==> config.mk <==
export PLATFORM = sky130hd
export DESIGN_NAME = axi_write_channel_stats
export DESIGN_NICKNAME = d
export VERILOG_FILES = /design/src/rtl/axi_write_channel_stats.sv
export SDC_FILE = /design/constraint.sdc
export NUM_CORES = 1
export LEC_CHECK = 0
export ABC_AREA = 1
export CAP_MARGIN = 20
export CORE_MARGIN = 10
export CORE_UTILIZATION = 60
export DETAILED_ROUTE_END_ITERATION = 16
export PLACE_DENSITY = 0.87
export SETUP_SLACK_MARGIN = 0.02
export SLEW_MARGIN = 40
export SYNTH_ARGS = -nofsm -noshare
export SYNTH_HDL_FRONTEND = slang
export SYNTH_SLANG_ARGS = --single-unit
==> constraint.sdc <==
create_clock -name clk -period 6.9 [get_ports clk]
set_clock_uncertainty 0.2 [all_clocks]
set_input_delay 1.38 -clock clk [delete_from_list [all_inputs] [get_ports clk]]
set_output_delay 1.38 -clock clk [all_outputs]
set_load 0.02 [all_outputs]
==> src/rtl/axi_write_channel_stats.sv <==
// Passive AXI4 write-path observer: per-channel handshake/stall counters, outstanding-write
// tracking and sticky protocol-error flags checking W burst length against AWLEN.
module axi_write_channel_stats #(
  parameter int unsigned ID_WIDTH       = 4,
  parameter int unsigned CNT_WIDTH      = 32,
  parameter int unsigned LEN_FIFO_DEPTH = 4,
  parameter int unsigned OUTST_WIDTH    = 8
) (
  input  logic                   clk,
  input  logic                   rst_n,
  input  logic                   clr,
  input  logic                   en,
  input  logic                   axi_aw_valid,
  input  logic                   axi_aw_ready,
  input  logic [7:0]             axi_aw_len,
  input  logic [ID_WIDTH-1:0]    axi_aw_id,
  input  logic                   axi_w_valid,
  input  logic                   axi_w_ready,
  input  logic                   axi_w_last,
  input  logic                   axi_b_valid,
  input  logic                   axi_b_ready,
  input  logic [1:0]             axi_b_resp,
  output logic [CNT_WIDTH-1:0]   aw_xfer_cnt,
  output logic [CNT_WIDTH-1:0]   w_xfer_cnt,
  output logic [CNT_WIDTH-1:0]   b_xfer_cnt,
  output logic [CNT_WIDTH-1:0]   aw_stall_cnt,
  output logic [CNT_WIDTH-1:0]   w_stall_cnt,
  output logic [CNT_WIDTH-1:0]   b_stall_cnt,
  output logic [CNT_WIDTH-1:0]   b_err_cnt,
  output logic [OUTST_WIDTH-1:0] outstanding,
  output logic                   err_wlast_early,
  output logic                   err_wlast_missing,
  output logic                   err_w_no_aw,
  output logic                   err_len_ovf,
  output logic                   err_b_unexpected,
  output logic                   err_any
);

  localparam int unsigned PtrW = $clog2(LEN_FIFO_DEPTH);
  localparam int unsigned QCntW = PtrW + 1;

  logic unused_id;
  assign unused_id = ^axi_aw_id;

  function automatic logic [CNT_WIDTH-1:0] sat_inc(input logic [CNT_WIDTH-1:0] v,
                                                   input logic inc);
    return (inc && (v != '1)) ? v + CNT_WIDTH'(1) : v;
  endfunction

  logic [7:0]             len_mem_q [LEN_FIFO_DEPTH];
  logic [PtrW-1:0]        wr_ptr_q, rd_ptr_q;
  logic [QCntW-1:0]       q_cnt_q, q_cnt_d;
  logic [7:0]             beat_q, beat_d;
  logic [OUTST_WIDTH-1:0] outst_q, outst_d;
  logic [CNT_WIDTH-1:0]   aw_xfer_q, w_xfer_q, b_xfer_q, aw_stall_q, w_stall_q, b_stall_q;
  logic [CNT_WIDTH-1:0]   b_err_q;
  logic                   early_q, missing_q, no_aw_q, ovf_q, b_unexp_q, any_q;
  logic                   early_d, missing_d, no_aw_d, ovf_d, b_unexp_d, any_d;

  logic       hs_aw, hs_w, hs_b, q_empty, q_full, have_len, burst_end, push, pop;
  logic [7:0] head_len;

  always_comb begin
    hs_aw   = axi_aw_valid && axi_aw_ready;
    hs_w    = axi_w_valid && axi_w_ready;
    hs_b    = axi_b_valid && axi_b_ready;
    q_empty = (q_cnt_q == '0);
    q_full  = (q_cnt_q == QCntW'(LEN_FIFO_DEPTH));
    // An AW accepted in the same cycle as a W beat on an empty queue supplies its length.
    head_len  = q_empty ? axi_aw_len : len_mem_q[rd_ptr_q];
    have_len  = hs_w && (!q_empty || hs_aw);
    burst_end = have_len && (axi_w_last || (beat_q == head_len));
    pop       = burst_end;
    push      = hs_aw && (!q_full || pop);
    q_cnt_d   = q_cnt_q + QCntW'(push) - QCntW'(pop);

    if (burst_end)     beat_d = '0;
    else if (have_len) beat_d = beat_q + 8'd1;
    else               beat_d = beat_q;

    early_d   = early_q   || (have_len && axi_w_last && (beat_q < head_len));
    missing_d = missing_q || (have_len && !axi_w_last && (beat_q == head_len));
    no_aw_d   = no_aw_q   || (hs_w && q_empty && !hs_aw);
    ovf_d     = ovf_q     || (hs_aw && q_full && !pop);
    b_unexp_d = b_unexp_q || (hs_b && !hs_aw && (outst_q == '0));
    any_d     = early_d || missing_d || no_aw_d || ovf_d || b_unexp_d;

    outst_d = outst_q;
    if (hs_aw && !hs_b && (outst_q != '1)) outst_d = outst_q + OUTST_WIDTH'(1);
    else if (hs_b && !hs_aw && (outst_q != '0)) outst_d = outst_q - OUTST_WIDTH'(1);
  end

  always_ff @(posedge clk or negedge rst_n) begin
    if (!rst_n) begin
      for (int i = 0; i < LEN_FIFO_DEPTH; i++) len_mem_q[i] <= '0;
      wr_ptr_q   <= '0;
      rd_ptr_q   <= '0;
      q_cnt_q    <= '0;
      beat_q     <= '0;
      outst_q    <= '0;
      aw_xfer_q  <= '0;
      w_xfer_q   <= '0;
      b_xfer_q   <= '0;
      aw_stall_q <= '0;
      w_stall_q  <= '0;
      b_stall_q  <= '0;
      b_err_q    <= '0;
      early_q    <= 1'b0;
      missing_q  <= 1'b0;
      no_aw_q    <= 1'b0;
      ovf_q      <= 1'b0;
      b_unexp_q  <= 1'b0;
      any_q      <= 1'b0;
    end else if (clr) begin
      wr_ptr_q   <= '0;
      rd_ptr_q   <= '0;
      q_cnt_q    <= '0;
      beat_q     <= '0;
      outst_q    <= '0;
      aw_xfer_q  <= '0;
      w_xfer_q   <= '0;
      b_xfer_q   <= '0;
      aw_stall_q <= '0;
      w_stall_q  <= '0;
      b_stall_q  <= '0;
      b_err_q    <= '0;
      early_q    <= 1'b0;
      missing_q  <= 1'b0;
      no_aw_q    <= 1'b0;
      ovf_q      <= 1'b0;
      b_unexp_q  <= 1'b0;
      any_q      <= 1'b0;
    end else begin
      if (push) begin
        len_mem_q[wr_ptr_q] <= axi_aw_len;
        wr_ptr_q            <= wr_ptr_q + PtrW'(1);
      end
      if (pop) rd_ptr_q <= rd_ptr_q + PtrW'(1);
      q_cnt_q    <= q_cnt_d;
      beat_q     <= beat_d;
      outst_q    <= outst_d;
      aw_xfer_q  <= sat_inc(aw_xfer_q, en && hs_aw);
      w_xfer_q   <= sat_inc(w_xfer_q, en && hs_w);
      b_xfer_q   <= sat_inc(b_xfer_q, en && hs_b);
      aw_stall_q <= sat_inc(aw_stall_q, en && axi_aw_valid && !axi_aw_ready);
      w_stall_q  <= sat_inc(w_stall_q, en && axi_w_valid && !axi_w_ready);
      b_stall_q  <= sat_inc(b_stall_q, en && axi_b_valid && !axi_b_ready);
      b_err_q    <= sat_inc(b_err_q, en && hs_b && (axi_b_resp != 2'b00));
      early_q    <= early_d;
      missing_q  <= missing_d;
      no_aw_q    <= no_aw_d;
      ovf_q      <= ovf_d;
      b_unexp_q  <= b_unexp_d;
      any_q      <= any_d;
    end
  end

  assign aw_xfer_cnt       = aw_xfer_q;
  assign w_xfer_cnt        = w_xfer_q;
  assign b_xfer_cnt        = b_xfer_q;
  assign aw_stall_cnt      = aw_stall_q;
  assign w_stall_cnt       = w_stall_q;
  assign b_stall_cnt       = b_stall_q;
  assign b_err_cnt         = b_err_q;
  assign outstanding       = outst_q;
  assign err_wlast_early   = early_q;
  assign err_wlast_missing = missing_q;
  assign err_w_no_aw       = no_aw_q;
  assign err_len_ovf       = ovf_q;
  assign err_b_unexpected  = b_unexp_q;
  assign err_any           = any_q;

endmodule

== Yosys cells after proc, flatten, opt, wreduce, memory -nomap -nowiden ==
Cells that the tools add are included.

* Memory bits (writable): 0
* Latch bits: 0
* Bits in read-only memories: 0
* Bits in registers: 285
* Memories kept: 0

* Shifts and indexed selects: 0
* Multiplexer cells: 38
* Divide/modulo/power cells: 0
* Bitwise gates (word level): 3
* Multiply operators: 0
* Add/sub/neg operators: 14
* Order comparisons: 4
* Reduce and logical (&&, ||, !) cells: 74
* Eq/ne operators: 10

{| class="wikitable"
|+ Operators with widths
! kind !! count
|-
| $mux 32 || 14
|-
| $add 32x1->32 const B || 7
|-
| $ne 32x32->1 const B || 7
|-
| $mux 8 || 10
|-
| $logic_and 1x1->1 || 37
|-
| $bwmux 32 || 1
|-
| $reduce_bool 2->1 || 10
|-
| $add 8x1->8 const B || 2
|-
| $bmux 8 s2 || 1
|-
| $demux 8 s2 || 1
|-
| $logic_or 1x1->1 || 12
|-
| $logic_not 1->1 || 9
|-
| $eq 8x8->1 || 1
|-
| $logic_not 8->1 || 1
|-
| $lt 8x8->1 || 1
|-
| $mux 2 || 4
|-
| $ne 8x8->1 const B || 1
|-
| $reduce_bool 8->1 || 1
|-
| $sub 8x1->8 const B || 1
|-
| $ge 3x3->1 const B || 2
|-
| $mux 1 || 6
|-
| $not 2->3 || 2
|-
| $reduce_bool 3->1 || 2
|-
| $add 2x1->2 const B || 2
|-
| other kinds (8) || 8
|}

== Logic depth before layout (Yosys ltp) ==
Gate-level depths: netlist of run 1.

* Depth after elaboration: 14
* Mapped depth: 21
* Depth with buffers taken out: 20

== Worst setup path before layout of run 1 ==
OpenSTA, ideal clock, no wires.

* Kind: input port to flip-flop
* Start point: input axi_aw_len[0]
* End point: register q_cnt_q[2]
* Arrival time: 3.439 ns
* Cell stages on the path: 17
* Buffers on the path: 0
* Required time: 6.576 ns
* Path slack: 3.137 ns
* Path through: inv_1 > o21ai_0 > ha_1 > nand2_1 > nor2_1 > nand2_1 > nand2_1 > nand2_2 > nand2_4 > nand2_1 > ha_1 > inv_1 > ha_1 > inv_1 > fa_1 > o21ai_0 > a21oi_1

* Cells in the longest elaborated chain, start to end: 9

{| class="wikitable"
|+ RTL lines
! item !! RTL line !! source
|-
| start: declaration || 15 || <nowiki>input logic [7:0] axi_aw_len,</nowiki>
|-
| $mux 8 * || 70 || <nowiki>head_len = q_empty ? axi_aw_len : len_mem_q[rd_ptr_q];</nowiki>
|-
| $eq 8x8->1 * || 72 || <nowiki>burst_end = have_len && (axi_w_last || (beat_q == head_len));</nowiki>
|-
| $logic_or 1x1->1 * || 72 ||
|-
| $logic_and 1x1->1 * || 72 ||
|-
| $logic_or 1x1->1 || 74 || <nowiki>push = hs_aw && (!q_full || pop);</nowiki>
|-
| $logic_and 1x1->1 || 74 ||
|-
| $add 3x1->3 || 75 || <nowiki>q_cnt_d = q_cnt_q + QCntW'(push) - QCntW'(pop);</nowiki>
|-
| $sub 3x1->3 * || 75 ||
|-
| $mux 3 * || 114 || <nowiki>end else if (clr) begin</nowiki>
|-
| end signal: assignment || 139 || <nowiki>q_cnt_q <= q_cnt_d;</nowiki>
|-
| end: declaration || 52 || <nowiki>logic [QCntW-1:0] q_cnt_q, q_cnt_d;</nowiki>
|}

Mark *: on every way between the ends. The rest lies on a longest branch, timed or not.
A chain may end at the register's enable or synchronous reset.

== Worst setup path after layout of run 1 ==
* Start point: register rd_ptr_q[0]
* End point: register q_cnt_q[2]

* Cells in the longest elaborated chain, start to end: 13

{| class="wikitable"
|+ RTL lines
! item !! RTL line !! source
|-
| start: declaration || 51 || <nowiki>logic [PtrW-1:0] wr_ptr_q, rd_ptr_q;</nowiki>
|-
| start signal: assignment || 138 || <nowiki>if (pop) rd_ptr_q <= rd_ptr_q + PtrW'(1);</nowiki>
|-
| $not 2->3 (not written as such) * || 70 ||
|-
| $bmux 8 s2 * || 70 ||
|-
| $mux 8 (not written as such) * (2 in a row) || 70 ||
|-
| $mux 8 * || 70 ||
|-
| $eq 8x8->1 * || 72 ||
|-
| $logic_or 1x1->1 * || 72 ||
|-
| $logic_and 1x1->1 * || 72 ||
|-
| $logic_or 1x1->1 || 74 ||
|-
| $logic_and 1x1->1 || 74 ||
|-
| $add 3x1->3 || 75 ||
|-
| $sub 3x1->3 * || 75 ||
|-
| $mux 3 * || 114 ||
|}

Mark *: on every way between the ends. The rest lies on a longest branch, timed or not. The select of a mux whose other input is x is not followed.

==> key figures, run 1 <==
Clocking
  • Worst-path clk slew: ~60 ps
  • Post-CTS resize count: 0
  • CTS Buffer Depth: 3
  • Post-CTS Setup Inserts: 0
  • Clk_lat worst skew: 520 ps
  • Clock Sinks: 285
  • CTS tree: done
  • Hold-fix buffers, CTS: 0
  • CTS Buf Count: 35
  • Root Driver: clkbuf_16
  • Htree depth: 2

Critical path
  • Flop-to-flop setup slack: 2550 ps
  • Worst Reg-to-Reg Cells: 20
  • Max incr delay on CP: 830 ps
  • Worst-path fanout max: 18
  • Worst EP required: around 7000 ps
  • Cell family with most CP delay: adder cells
  • Worst path bufs/invs: 3
  • Worst path slowest cell: dfrtp_1
  • Worst setup SP type: register
  • Critical-path cell list: clkinv_1 -> nor2_1 -> o32ai_1 -> nand2_1 -> o21ai_0 -> ha_1 -> nand2_1 -> nor2_1 -> nand2_1 -> nand2_1 -> nand2_2 -> nand2_4 -> nand2_1 -> ha_1 -> inv_1 -> ha_1 -> inv_1 -> fa_1 -> o21ai_0 -> a21oi_1
  • WP data arrival: between 4000 and 5000 ps
  • CP most frequent cell: nand2_1
  • Worst R2R End: q_cnt_q[2]
  • Critical path type: reg2reg
  • Crit. End Element: register
  • FF-to-FF Start: rd_ptr_q[0]

Global routing
  • Total grt overflow: 0
  • Total track usage: 0.293
  • Vias in the first global route: between 15000 and 20000
  • First-pass GRT wire length: ~95000 µm
  • Largest net degree at the start of global routing: 140
  • Initial antenna violation count: 0

Timing
  • Worst-margin pin slew: roughly 760 ps
  • Slew Viols, Final: 0
  • RSZ-0062 raised after global routing: false
  • Min Clock Period, post-route: 4350 ps
  • Final setup TNS: 0 ps
  • Fin Hold WS: ~290 ps
  • Final Hold Viols: 0
  • Max Freq: 230 MHz
  • Rel. slew slack: 0.493
  • Final Cycle Share: 0.630
  • Endpoints failing setup: 0

Pwr
  • Peak VDD IR: approximately 0.00024 V
  • Power share of the clock group: 0.444
  • Internal Power: 3110 µW
  • Switching pwr: approximately 1200 µW
  • Switching part of the total: 0.276
  • P_leak: a little under 0.01 µW
  • Combinational share of power: 0.133
  • Total chip power: about 4300 µW
  • Part of the power in registers: 0.423
  • Pwr/cell area: roughly 190 nW/µm²

Yosys
  • Post-synth top cells: nand2_1, nor2_1, dfrtp_1
  • Count leader, synth: nand2_1
  • Post-synth top area cell: dfrtp_1
  • Top cell type's share of synthesized area: 0.381
  • Synth async-reset ratio: 1.00
  • Post-synth EDFFs: 0
  • Synth warn: 0
  • Synth area leaders: dfrtp_1, nand2_1, nor2_1
  • Synth Flop Type: dfrtp_1
  • Post-synthesis cell area: around 19000 µm²
  • Count of cell types in the netlist: 45
  • Synthesized Nets: ~2800
  • Mapped Cells: around 2800
  • Post-Syn Area per Cell: 6.78 µm²
  • Synth Register Bits: about 290
  • Sequential area share after synthesis: 0.381

Die
  • Die Area: roughly 39000 µm²
  • Die W: approximately 200 µm
  • Num ports: ~260
  • FP Rows: 64
  • Area of the core: roughly 31000 µm²
  • Initial core utilization: 0.610
  • Die Y: around 200 µm

Place
  • Gp weighted congestion: 0.962
  • I/O Buffers: 258
  • Dpl hpwl: 42000 µm

Job
  • Max-cap violations: 0

Final layout
  • Synth-to-Final Area Change: 20.8%
  • # diodes: 0
  • Layout cells sized above 1: 0.0544
  • Fin nets: around 3000

Drt
  • DR iter-0 viols: approximately 1700
  • Residual DRC: 0
  • Via density: 5.65
  • WL final: between 50000 and 60000 µm
  • 1st-pass router iterations: 6
  • Average wire per standard cell: roughly 17 µm
  • Via count: approximately 19000
  • Detail Route Antenna Nets: 0

Outcome
  • Status: finished clean

Hold path
  • Min-Delay Endpoint: len_mem_q[5]
  • Hold Path Class: reg2reg
  • WHS Path Cells: 2
  • Hold path start: len_mem_q[5]
## worst register-to-register path: stages (launching register included)
cell and delay, ps:
dfrtp_1 830, clkinv_1 530, nor2_1 220, o32ai_1 120, nand2_1 80, o21ai_0 100
ha_1 300, nand2_1 50, nor2_1 130, nand2_1 70, nand2_1 70, nand2_2 120
nand2_4 150, nand2_1 110, ha_1 280, inv_1 50, ha_1 130, inv_1 50
fa_1 380, o21ai_0 180, a21oi_1 60
## state kept, by name, summed over array words and instances (netlist names)
| name | flops |
|---|---|
| beat_q | 8 |
| w_stall_cnt | 32 |
| aw_stall_cnt | 32 |
| err_w_no_aw | 1 |
| rd_ptr_q | 2 |
| err_wlast_early | 1 |
| b_xfer_cnt | 32 |
| err_b_unexpected | 1 |
| err_any | 1 |
| outstanding | 8 |
| b_stall_cnt | 32 |
| w_xfer_cnt | 32 |
| aw_xfer_cnt | 32 |
| err_wlast_missing | 1 |
| wr_ptr_q | 2 |
| b_err_cnt | 32 |
| len_mem_q | 32 |
| err_len_ovf | 1 |
| q_cnt_q | 3 |
## metal layers
metal | vias up | share of wire | track usage | routed length, µm
met5 | - | 0 | 0 | 0
met4 | 0 | 0.037 | 0.113 | 2140
met3 | 141 | 0.085 | 0.0611 | 4940
met2 | 790 | 0.47 | 0.484 | 26900
met1 | 9090 | 0.41 | 0.370 | 23800
li1 | 9257 | - | - | -
## final cells by class
class                   count  area, µm²
clock buffers              45        996
inverters                 255        983
multi-input cells        2152      10100
well taps                 396        495
clock inverters            16        184
flip-flops and latches    285       7130
fillers                  2493       8080
repair buffers            264       2670
## layout by cell type, fill, tap and decap left out, types with 2 or more instances in the layout
cell             instances
inv_4                    2
xnor2_1                 44
inv_2                   14
nand3_2                  2
clkbuf_16               37
nor2_2                   7
nand2_1                963
ha_1                    28
o221ai_1                 7
o21a_1                   2
dfrtp_1                285
clkbuf_8                 4
buf_4                    2
clkdlybuf4s50_1        256
nor3_1                  23
inv_1                  234
nand2_4                 16
o21ai_1                 72
nand3_1                169
o21ai_2                 19
nand4_1                101
bufinv_16                4
o21ai_0                 98
nand3b_1                 5
clkinv_2                13
mux2i_1                  7
nand2_2                 17
nor2_1                 478
clkbuf_1                 4
buf_6                    2
nor2_4                  12
fa_1                     2
nand4_4                  4
a21oi_1                 22
xor2_1                  46
## kinds of logic (layout without fill, tap and decap cells)
group                    after synthesis  in the layout  share of synthesized area
XOR/XNOR                              90             90                     0.0422
AO/OA/AOI/OAI                        223            223                     0.0656
adder cells (fa/ha/maj)               30             30                     0.0209
flip-flops                           285            285                      0.381
buffers and inverters                323            580                     0.0767
multiplexers                           7              7                    0.00375
AND/OR/NAND/NOR                     1802           1802                      0.409
## power by group through the flow
stage                     combinational [µW]  sequential [µW]  clock, µW
final                                    572             1820       1910
after global routing                     642             1830       1990
after CTS                                568             1810       1920
after detailed placement                 562             1840          0
after global placement                   535             1840          0
after floorplan                          369             1840          0
## how the worst max path moves through the flow
stage,cells past startpoint,from,end
floorplan,17,axi_aw_len[0],q_cnt_q[2]
global placement,17,axi_aw_len[5],q_cnt_q[2]
detailed placement,17,axi_aw_len[6],q_cnt_q[2]
CTS,20,rd_ptr_q[0],q_cnt_q[2]
global route,20,rd_ptr_q[0],q_cnt_q[2]
finish,20,rd_ptr_q[0],q_cnt_q[2]
## stage by stage
stage | instances | setup WS (ps) | util | instance area (µm²)
after global routing | 3413 | 2230 | 0.737 | 22600
after floorplan | 2760 | 3140 | - | 18700
after global placement | 3351 | 2460 | 0.697 | 21400
after detailed placement | 3351 | 2400 | 0.697 | 21400
final | 3413 | 2550 | 0.737 | 22600
after CTS | 3412 | 2600 | 0.736 | 22600
Power figures use the tool's default switching activity.
==> run 2: changes to the inputs <==
--- a/config.mk
+++ b/config.mk
@@ -8,9 +8,9 @@
 export ABC_AREA = 1
 export CAP_MARGIN = 20
 export CORE_MARGIN = 10
-export CORE_UTILIZATION = 60
+export CORE_UTILIZATION = 51
 export DETAILED_ROUTE_END_ITERATION = 16
-export PLACE_DENSITY = 0.87
+export PLACE_DENSITY = 0.78
 export SETUP_SLACK_MARGIN = 0.02
 export SLEW_MARGIN = 40
 export SYNTH_ARGS = -nofsm -noshare
==> constraint.sdc (replaced) <==
create_clock -name clk -period 3.7 [get_ports clk]
set_clock_uncertainty 0.2 [all_clocks]
set_input_delay 0.74 -clock clk [delete_from_list [all_inputs] [get_ports clk]]
set_output_delay 0.74 -clock clk [all_outputs]
set_load 0.02 [all_outputs]
==> run 2 against run 1 <==
  * Sequential power increased by 86%
  * Global-route usage decreased by 3.6 points
  * Non-clock buffer count increased by 18
  * Clock power increased by 77%
  * Design area increased by 1.1%
  * Cell count increased by 2.7%
  * Die area increased by 16%
  * Register-to-register slack got worse by 2200 ps
  * Critical path type unchanged
==> key figures, run 2 (synthesized netlist as in run 1, its figures left out) <==
Final layout
  • Commonest non-fill, non-tap cell in the layout: nand2_1
  • Fin nets: 3066 (+0.59%)
  • Layout cells sized above 1: 0.0612 (+0.00689)
  • Final Instance Count excl. Fillers: 3505 (+2.7%)
  • Finished Cell Area: 22800 µm² (+1.1%)
  • Synth-to-Final Area Change: 22.1%
  • Most frequent cells in the layout: nand2_1, nor2_1, dfrtp_1, clkdlybuf4s50_1, inv_1
  • # diodes: 0 (unchanged)
  • Filler Cell Count: 3317 (+33%)

Job
  • Max-cap violations: 0 (unchanged)

Critical path
  • Worst path bufs/invs: 2 (-1)
  • Critical-path cell list: o21ai_0 -> o221ai_1 -> o21ai_0 -> ha_1 -> nand2_1 -> nor2_1 -> nand2_1 -> nand2_1 -> nand2_2 -> nand2_4 -> nand2_1 -> ha_1 -> inv_1 -> ha_1 -> inv_1 -> fa_1 -> o21ai_1 -> a21oi_1
  • Worst EP required: 3910 ps (-3180 ps)
  • Worst-path fanout max: 18 (unchanged)
  • Crit. End Element: register
  • Max incr delay on CP: 540 ps (-290 ps)
  • Critical path type: reg2reg
  • FF-to-FF Start: rd_ptr_q[1]
  • Levels on crit path: 18 (-10%)
  • WP data arrival: 3550 ps (-980 ps)
  • CP most frequent cell: nand2_1
  • Crit. Startpoint: rd_ptr_q[1]
  • Worst Reg-to-Reg Cells: 18 (-10%)
  • Critical Path End: q_cnt_q[2]
  • Worst setup SP type: register
  • Worst path slowest cell: dfrtp_2
  • Flop-to-flop setup slack: 350 ps (-2200 ps)
  • Cell family with most CP delay: adder cells
  • Worst R2R End: q_cnt_q[2]

Place
  • Gp weighted congestion: 0.969 (+0.73%)
  • I/O Buffers: 258 (unchanged)
  • Placed standard-cell area: 21600 µm² (+1.2%)
  • Placed insts: 3440 (+2.7%)
  • Dpl hpwl: 42700 µm (+1.5%)

Clocking
  • CTS Buf Count: 35 (unchanged)
  • CTS Buffer Depth: 3 (unchanged)
  • Post-CTS Setup Inserts: 0 (unchanged)
  • Clock Sinks: 285 (unchanged)
  • Worst-path clk slew: 50 ps (about the same)
  • Root Driver: clkbuf_16
  • Htree depth: 2 (unchanged)
  • CTS tree: done
  • Clk_lat worst skew: 530 ps (about the same)

Drt
  • 1st-pass router iterations: 6 (unchanged)
  • DR iter-0 viols: 1595 (-6.6%)
  • WL final: 57800 µm (about the same)
  • Via count: 19000 (-1.3%)
  • Residual DRC: 0 (unchanged)
  • Average wire per standard cell: 16.5 µm (-2.6%)
  • Detail Route Antenna Nets: 0 (unchanged)
  • Via density: 5.43 (-3.9%)

Global routing
  • Largest net degree at the start of global routing: 100 (-29%)
  • Vias in the first global route: 18600 (-1.0%)
  • Total track usage: 0.257 (-0.0364)
  • Initial antenna violation count: 0 (unchanged)
  • Total grt overflow: 0 (unchanged)
  • First-pass GRT wire length: 94600 µm (-0.41%)

Die
  • Die W: 211 µm (+7.6%)
  • Num ports: 263 (unchanged)
  • Area of the core: 36400 µm² (+19%)
  • Initial core utilization: 0.513 (-0.0965)
  • Die Y: 211 µm (+7.6%)
  • Die Area: 44700 µm² (+16%)
  • FP Rows: 70 (+9.4%)

Timing
  • RSZ-0062 raised after global routing: false
  • Min Clock Period, post-route: 3350 ps (-996 ps)
  • Endpoints failing setup: 0 (unchanged)
  • Final Hold Viols: 0 (unchanged)
  • Worst-margin pin slew: 731 ps (-29.1 ps)
  • Final Cycle Share: 0.905 (+0.275)
  • Final setup TNS: 0 ps (unchanged)
  • Rel. slew slack: 0.513 (+0.0194)
  • Max Freq: 299 MHz (+30%)
  • Slew Viols, Final: 0 (unchanged)

Pwr
  • Pwr/cell area: 344 nW/µm² (+81%)
  • P_leak: 0.00970 µW (+0.78%)
  • Peak VDD IR: 0.000316 V (+32%)

Outcome
  • Status: finished clean

Hold path
  • Hold Path Class: reg2reg
==> run 2: changes by cell type in the layout (fill, tap and decap cells not counted), sizes merged <==
cell and change:
buf +17, dlygate4sd3 +1, bufinv -4, clkbuf +8
clkinv -4, clkinvlp +2
==> run 2: worst min-delay path by stage <==
stage	startpoint	to	slack (ps)	cells after the start
after floorplan	rst_n	aw_stall_cnt[0]	240	0
after global placement	len_mem_q[12]	len_mem_q[12]	260	2
after detailed placement	len_mem_q[12]	len_mem_q[12]	270	2
after CTS	rst_n	b_xfer_cnt[12]	90	1
after global routing	len_mem_q[1]	len_mem_q[1]	330	2
final	len_mem_q[12]	len_mem_q[12]	280	2
==> run 2: repair_timing <==
action / 4_1_cts / 5_1_grt
endpoints found under the setup margin: 0 / 2
hold buffers: 0 / 1
hold endpoints to repair: 0 / 37
gates resized for setup: 0 / 8
==> run 2: final cells by class <==
cell class,count,area [µm²],share of cell area
Inverter,255,987,0.0432
Clock buffer,53,1090,0.0476
Timing Repair Buffer,282,2840,0.124
Sequential cell,285,7130,0.312
Multi-Input combinational cell,2152,10100,0.444
Tap cell,468,586,0.0256
Clock inverter,10,56.3,0.00247
==> run 2: per-stage QoR <==
step / hold slack [ps] / util / total power (µW) / setup slack, ps
2_1_floorplan: 244 / - / 4130 / 242
3_3_place_gp: 261 / 0.593 / 4460 / 57.8
3_5_place_dp: 269 / 0.594 / 4500 / 18.3
4_1_cts: 92.5 / 0.625 / 7910 / 162
5_1_grt: 327 / 0.627 / 8220 / 41.0
6_report: 278 / 0.627 / 7850 / 351
==> run 2: worst min-delay path: cells and delay by family (launching register included) <==
kind | cells | cell delay [ps]
AND/OR/NAND/NOR | 1 | 50
AO/OA/AOI/OAI | 1 | 60
flip-flops | 1 | 340
==> run 2: power breakdown <==
group          switching, µW  internal [µW]  leakage [µW]  total (µW)
combinational            692            393       0.00518        1090
sequential               121           3260       0.00394        3380
clock                   1360           2030      0.000570        3380
total                   2170           5680       0.00970        7850
==> run 2: routing by layer <==
metal,GRT usage,vias up,wire [µm]
met2,0.411,700,26500
met3,0.0522,133,4490
met4,0.111,0,2190
met5,0,-,0
li1,-,9277,-
met1,0.330,8911,24700
==> run 3: changes to the inputs <==
--- a/config.mk
+++ b/config.mk
@@ -9,6 +9,7 @@
 export CAP_MARGIN = 20
 export CORE_MARGIN = 10
 export CORE_UTILIZATION = 51
+export CTS_CLUSTER_SIZE = 8
 export DETAILED_ROUTE_END_ITERATION = 16
 export PLACE_DENSITY = 0.78
 export SETUP_SLACK_MARGIN = 0.02
==> run 3 against run 2 <==
  * Non-clock buffer count is the same
  * Via count shrank 0.22%
  * Global-route usage shrank 0.084 points
  * Wire length is essentially flat
  * Register-to-register slack is essentially flat
  * Sequential power is essentially flat
  * Cell count shrank 0.49%
  * Hold slack gained 6.0 ps
  * Worst setup slack lost 4.2 ps
  * Die area is the same
  * Critical path type unchanged
==> key figures, run 3 (synthesized netlist as in run 1, its figures left out) <==
Outcome
  • Status: finished clean

Clocking
  • CTS Buffer Depth: 3 (unchanged)
  • Clock Sinks: 285 (unchanged)
  • Clk_lat worst skew: 540 ps (about the same)
  • Root Driver: clkbuf_16
  • CTS Buf Count: 41 (+17%)
  • Htree depth: 2 (unchanged)
  • CTS tree: done
  • Worst-path clk slew: 50 ps (about the same)

Hold path
  • Hold Path Class: reg2reg
  • Min-Delay Endpoint: len_mem_q[12]
  • Hold path start: len_mem_q[12]
  • WHS Path Cells: 2 (unchanged)

Timing
  • Final Cycle Share: 0.906 (+0.00115)
  • Slew Viols, Final: 0 (unchanged)
  • Worst-margin pin slew: 745 ps (+14.2 ps)
  • Endpoints failing setup: 0 (unchanged)
  • Rel. slew slack: 0.503 (-0.00949)
  • Final setup TNS: 0 ps (unchanged)
  • RSZ-0062 raised after global routing: false
  • Max Freq: 298 MHz (-0.13%)
  • Final Hold Viols: 0 (unchanged)
  • Min Clock Period, post-route: 3350 ps (+4.24 ps)
  • Fin Hold WS: 284 ps (+6.01 ps)

Die
  • Die Y: 211 µm (unchanged)
  • FP Rows: 70 (unchanged)
  • Initial core utilization: 0.513 (unchanged)
  • Die Area: 44700 µm² (unchanged)
  • Area of the core: 36400 µm² (unchanged)
  • Die W: 211 µm (unchanged)
  • Num ports: 263 (unchanged)

Drt
  • Via density: 5.44 (+0.27%)
  • 1st-pass router iterations: 5 (-1)
  • WL final: 57800 µm (about the same)
  • Average wire per standard cell: 16.6 µm (+0.49%)
  • Detail Route Antenna Nets: 0 (unchanged)
  • Residual DRC: 0 (unchanged)
  • DR iter-0 viols: 1601 (+0.38%)
  • Via count: 19000 (-0.22%)

Critical path
  • Worst-path fanout max: 18 (unchanged)
  • Critical-path cell list: o21ai_0 -> o221ai_1 -> o21ai_0 -> ha_1 -> nand2_1 -> nor2_1 -> nand2_1 -> nand2_1 -> nand2_2 -> nand2_4 -> nand2_1 -> ha_1 -> inv_1 -> ha_1 -> inv_1 -> fa_1 -> o21ai_1 -> a21oi_1
  • CP most frequent cell: nand2_1
  • FF-to-FF Start: rd_ptr_q[1]
  • Cell family with most CP delay: adder cells
  • Worst R2R End: q_cnt_q[2]
  • Max incr delay on CP: 530 ps (about the same)
  • WP data arrival: 3560 ps (about the same)
  • Worst path bufs/invs: 2 (unchanged)
  • Worst setup SP type: register
  • Worst path slowest cell: dfrtp_2
  • Crit. End Element: register
  • Worst EP required: 3910 ps (about the same)
  • Flop-to-flop setup slack: 350 ps (about the same)
  • Critical path type: reg2reg
  • Worst Reg-to-Reg Cells: 18 (unchanged)

Place
  • Dpl hpwl: 42700 µm (unchanged)
  • I/O Buffers: 258 (unchanged)
  • Gp weighted congestion: 0.969 (unchanged)

Final layout
  • Fin nets: 3072 (+0.20%)
  • # diodes: 0 (unchanged)
  • Commonest non-fill, non-tap cell in the layout: nand2_1
  • Synth-to-Final Area Change: 21.6%
  • Layout cells sized above 1: 0.0570 (-0.00429)
  • Sequential cell area: 7130 µm² (unchanged)
  • Filler Cell Count: 3324 (+0.21%)
  • Most frequent cells in the layout: nand2_1, nor2_1, dfrtp_1, clkdlybuf4s50_1, inv_1
  • Multi-input logic area: 10100 µm² (unchanged)

Pwr
  • Peak VDD IR: 0.000337 V (+6.7%)
  • Pwr/cell area: 341 nW/µm² (-0.67%)
  • P_leak: 0.00964 µW (-0.54%)

Global routing
  • Vias in the first global route: 18500 (-0.36%)
  • Initial antenna violation count: 0 (unchanged)
  • Total grt overflow: 0 (unchanged)
  • Total track usage: 0.256 (-0.000841)
  • Largest net degree at the start of global routing: 100 (unchanged)
  • First-pass GRT wire length: 94400 µm (-0.18%)

Job
  • Max-cap violations: 0 (unchanged)
[run 3: cell count changes in the layout (fill, tap and decap cells not counted), sizes merged]
cell	change
inv	+2
clkbuf	-9
clkinv	-9
clkinvlp	-1
[run 3: what timing repair did]
| action | CTS | global route |
|---|---|---|
| gates resized for setup | 0 | 8 |
| endpoints found under the hold margin | 0 | 45 |
| buffers inserted | 0 | 0 |
| endpoints found under the setup margin | 0 | 2 |
| hold buffers | 0 | 1 |
[run 3: worst reg2reg max path: cells and delay by family (launching register included)]
family                     cells  cell delay (ps)
adders and majority gates      4             1090
AOI/OAI and AO/OA              5              720
and+or+nand+nor                7              580
DFF                            1              530
buffers and inverters          2              110
[run 3: how the worst max path moves through the flow]
stage                  start  cells past startpoint          to  slack [ps]
3_5_place_dp   axi_aw_len[7]                     17  q_cnt_q[2]          20
5_1_grt          rd_ptr_q[1]                     18  q_cnt_q[2]          50
2_1_floorplan    rd_ptr_q[0]                     20  q_cnt_q[2]         240
6_report         rd_ptr_q[1]                     18  q_cnt_q[2]         350
4_1_cts           q_cnt_q[0]                     19  q_cnt_q[2]         170
3_3_place_gp   axi_aw_len[3]                     17  q_cnt_q[2]          60
[run 3: per-stage QoR]
| stage | instances | cell area [µm²] | worst slack (ps) | util | power, µW |
|---|---|---|---|---|---|
| after floorplan | 2760 | 18700 | 242 | - | 4130 |
| after global placement | 3439 | 21600 | 57.8 | 0.593 | 4460 |
| after detailed placement | 3440 | 21600 | 18.3 | 0.594 | 4500 |
| after CTS | 3486 | 22700 | 168 | 0.623 | 7820 |
| after global routing | 3488 | 22700 | 50.7 | 0.624 | 8120 |
| final | 3488 | 22700 | 347 | 0.624 | 7770 |
[run 3: cell type report]
cell class | count | area share
inverters | 255 | 0.0434
clock inverters | 2 | 0.000770
flip-flops and latches | 285 | 0.314
multi-input cells | 2152 | 0.446
well taps | 468 | 0.0257
clock buffers | 44 | 0.0456
repair buffers | 282 | 0.125
[run 3: power by group]
group | switching, µW | total, µW | internal (µW)
Sequential | 124 | 3390 | 3260
Clock | 1340 | 3290 | 1950
Combinational | 695 | 1090 | 393
[run 3: per-layer routing]
layer  global-route usage  vias up  routed length, µm
met5                    0        -                  0
met4                0.100        0               2040
met3               0.0541      119               4560
met2                0.410      674              26500
met1                0.331     8898              24700
li1                     -     9289                  -
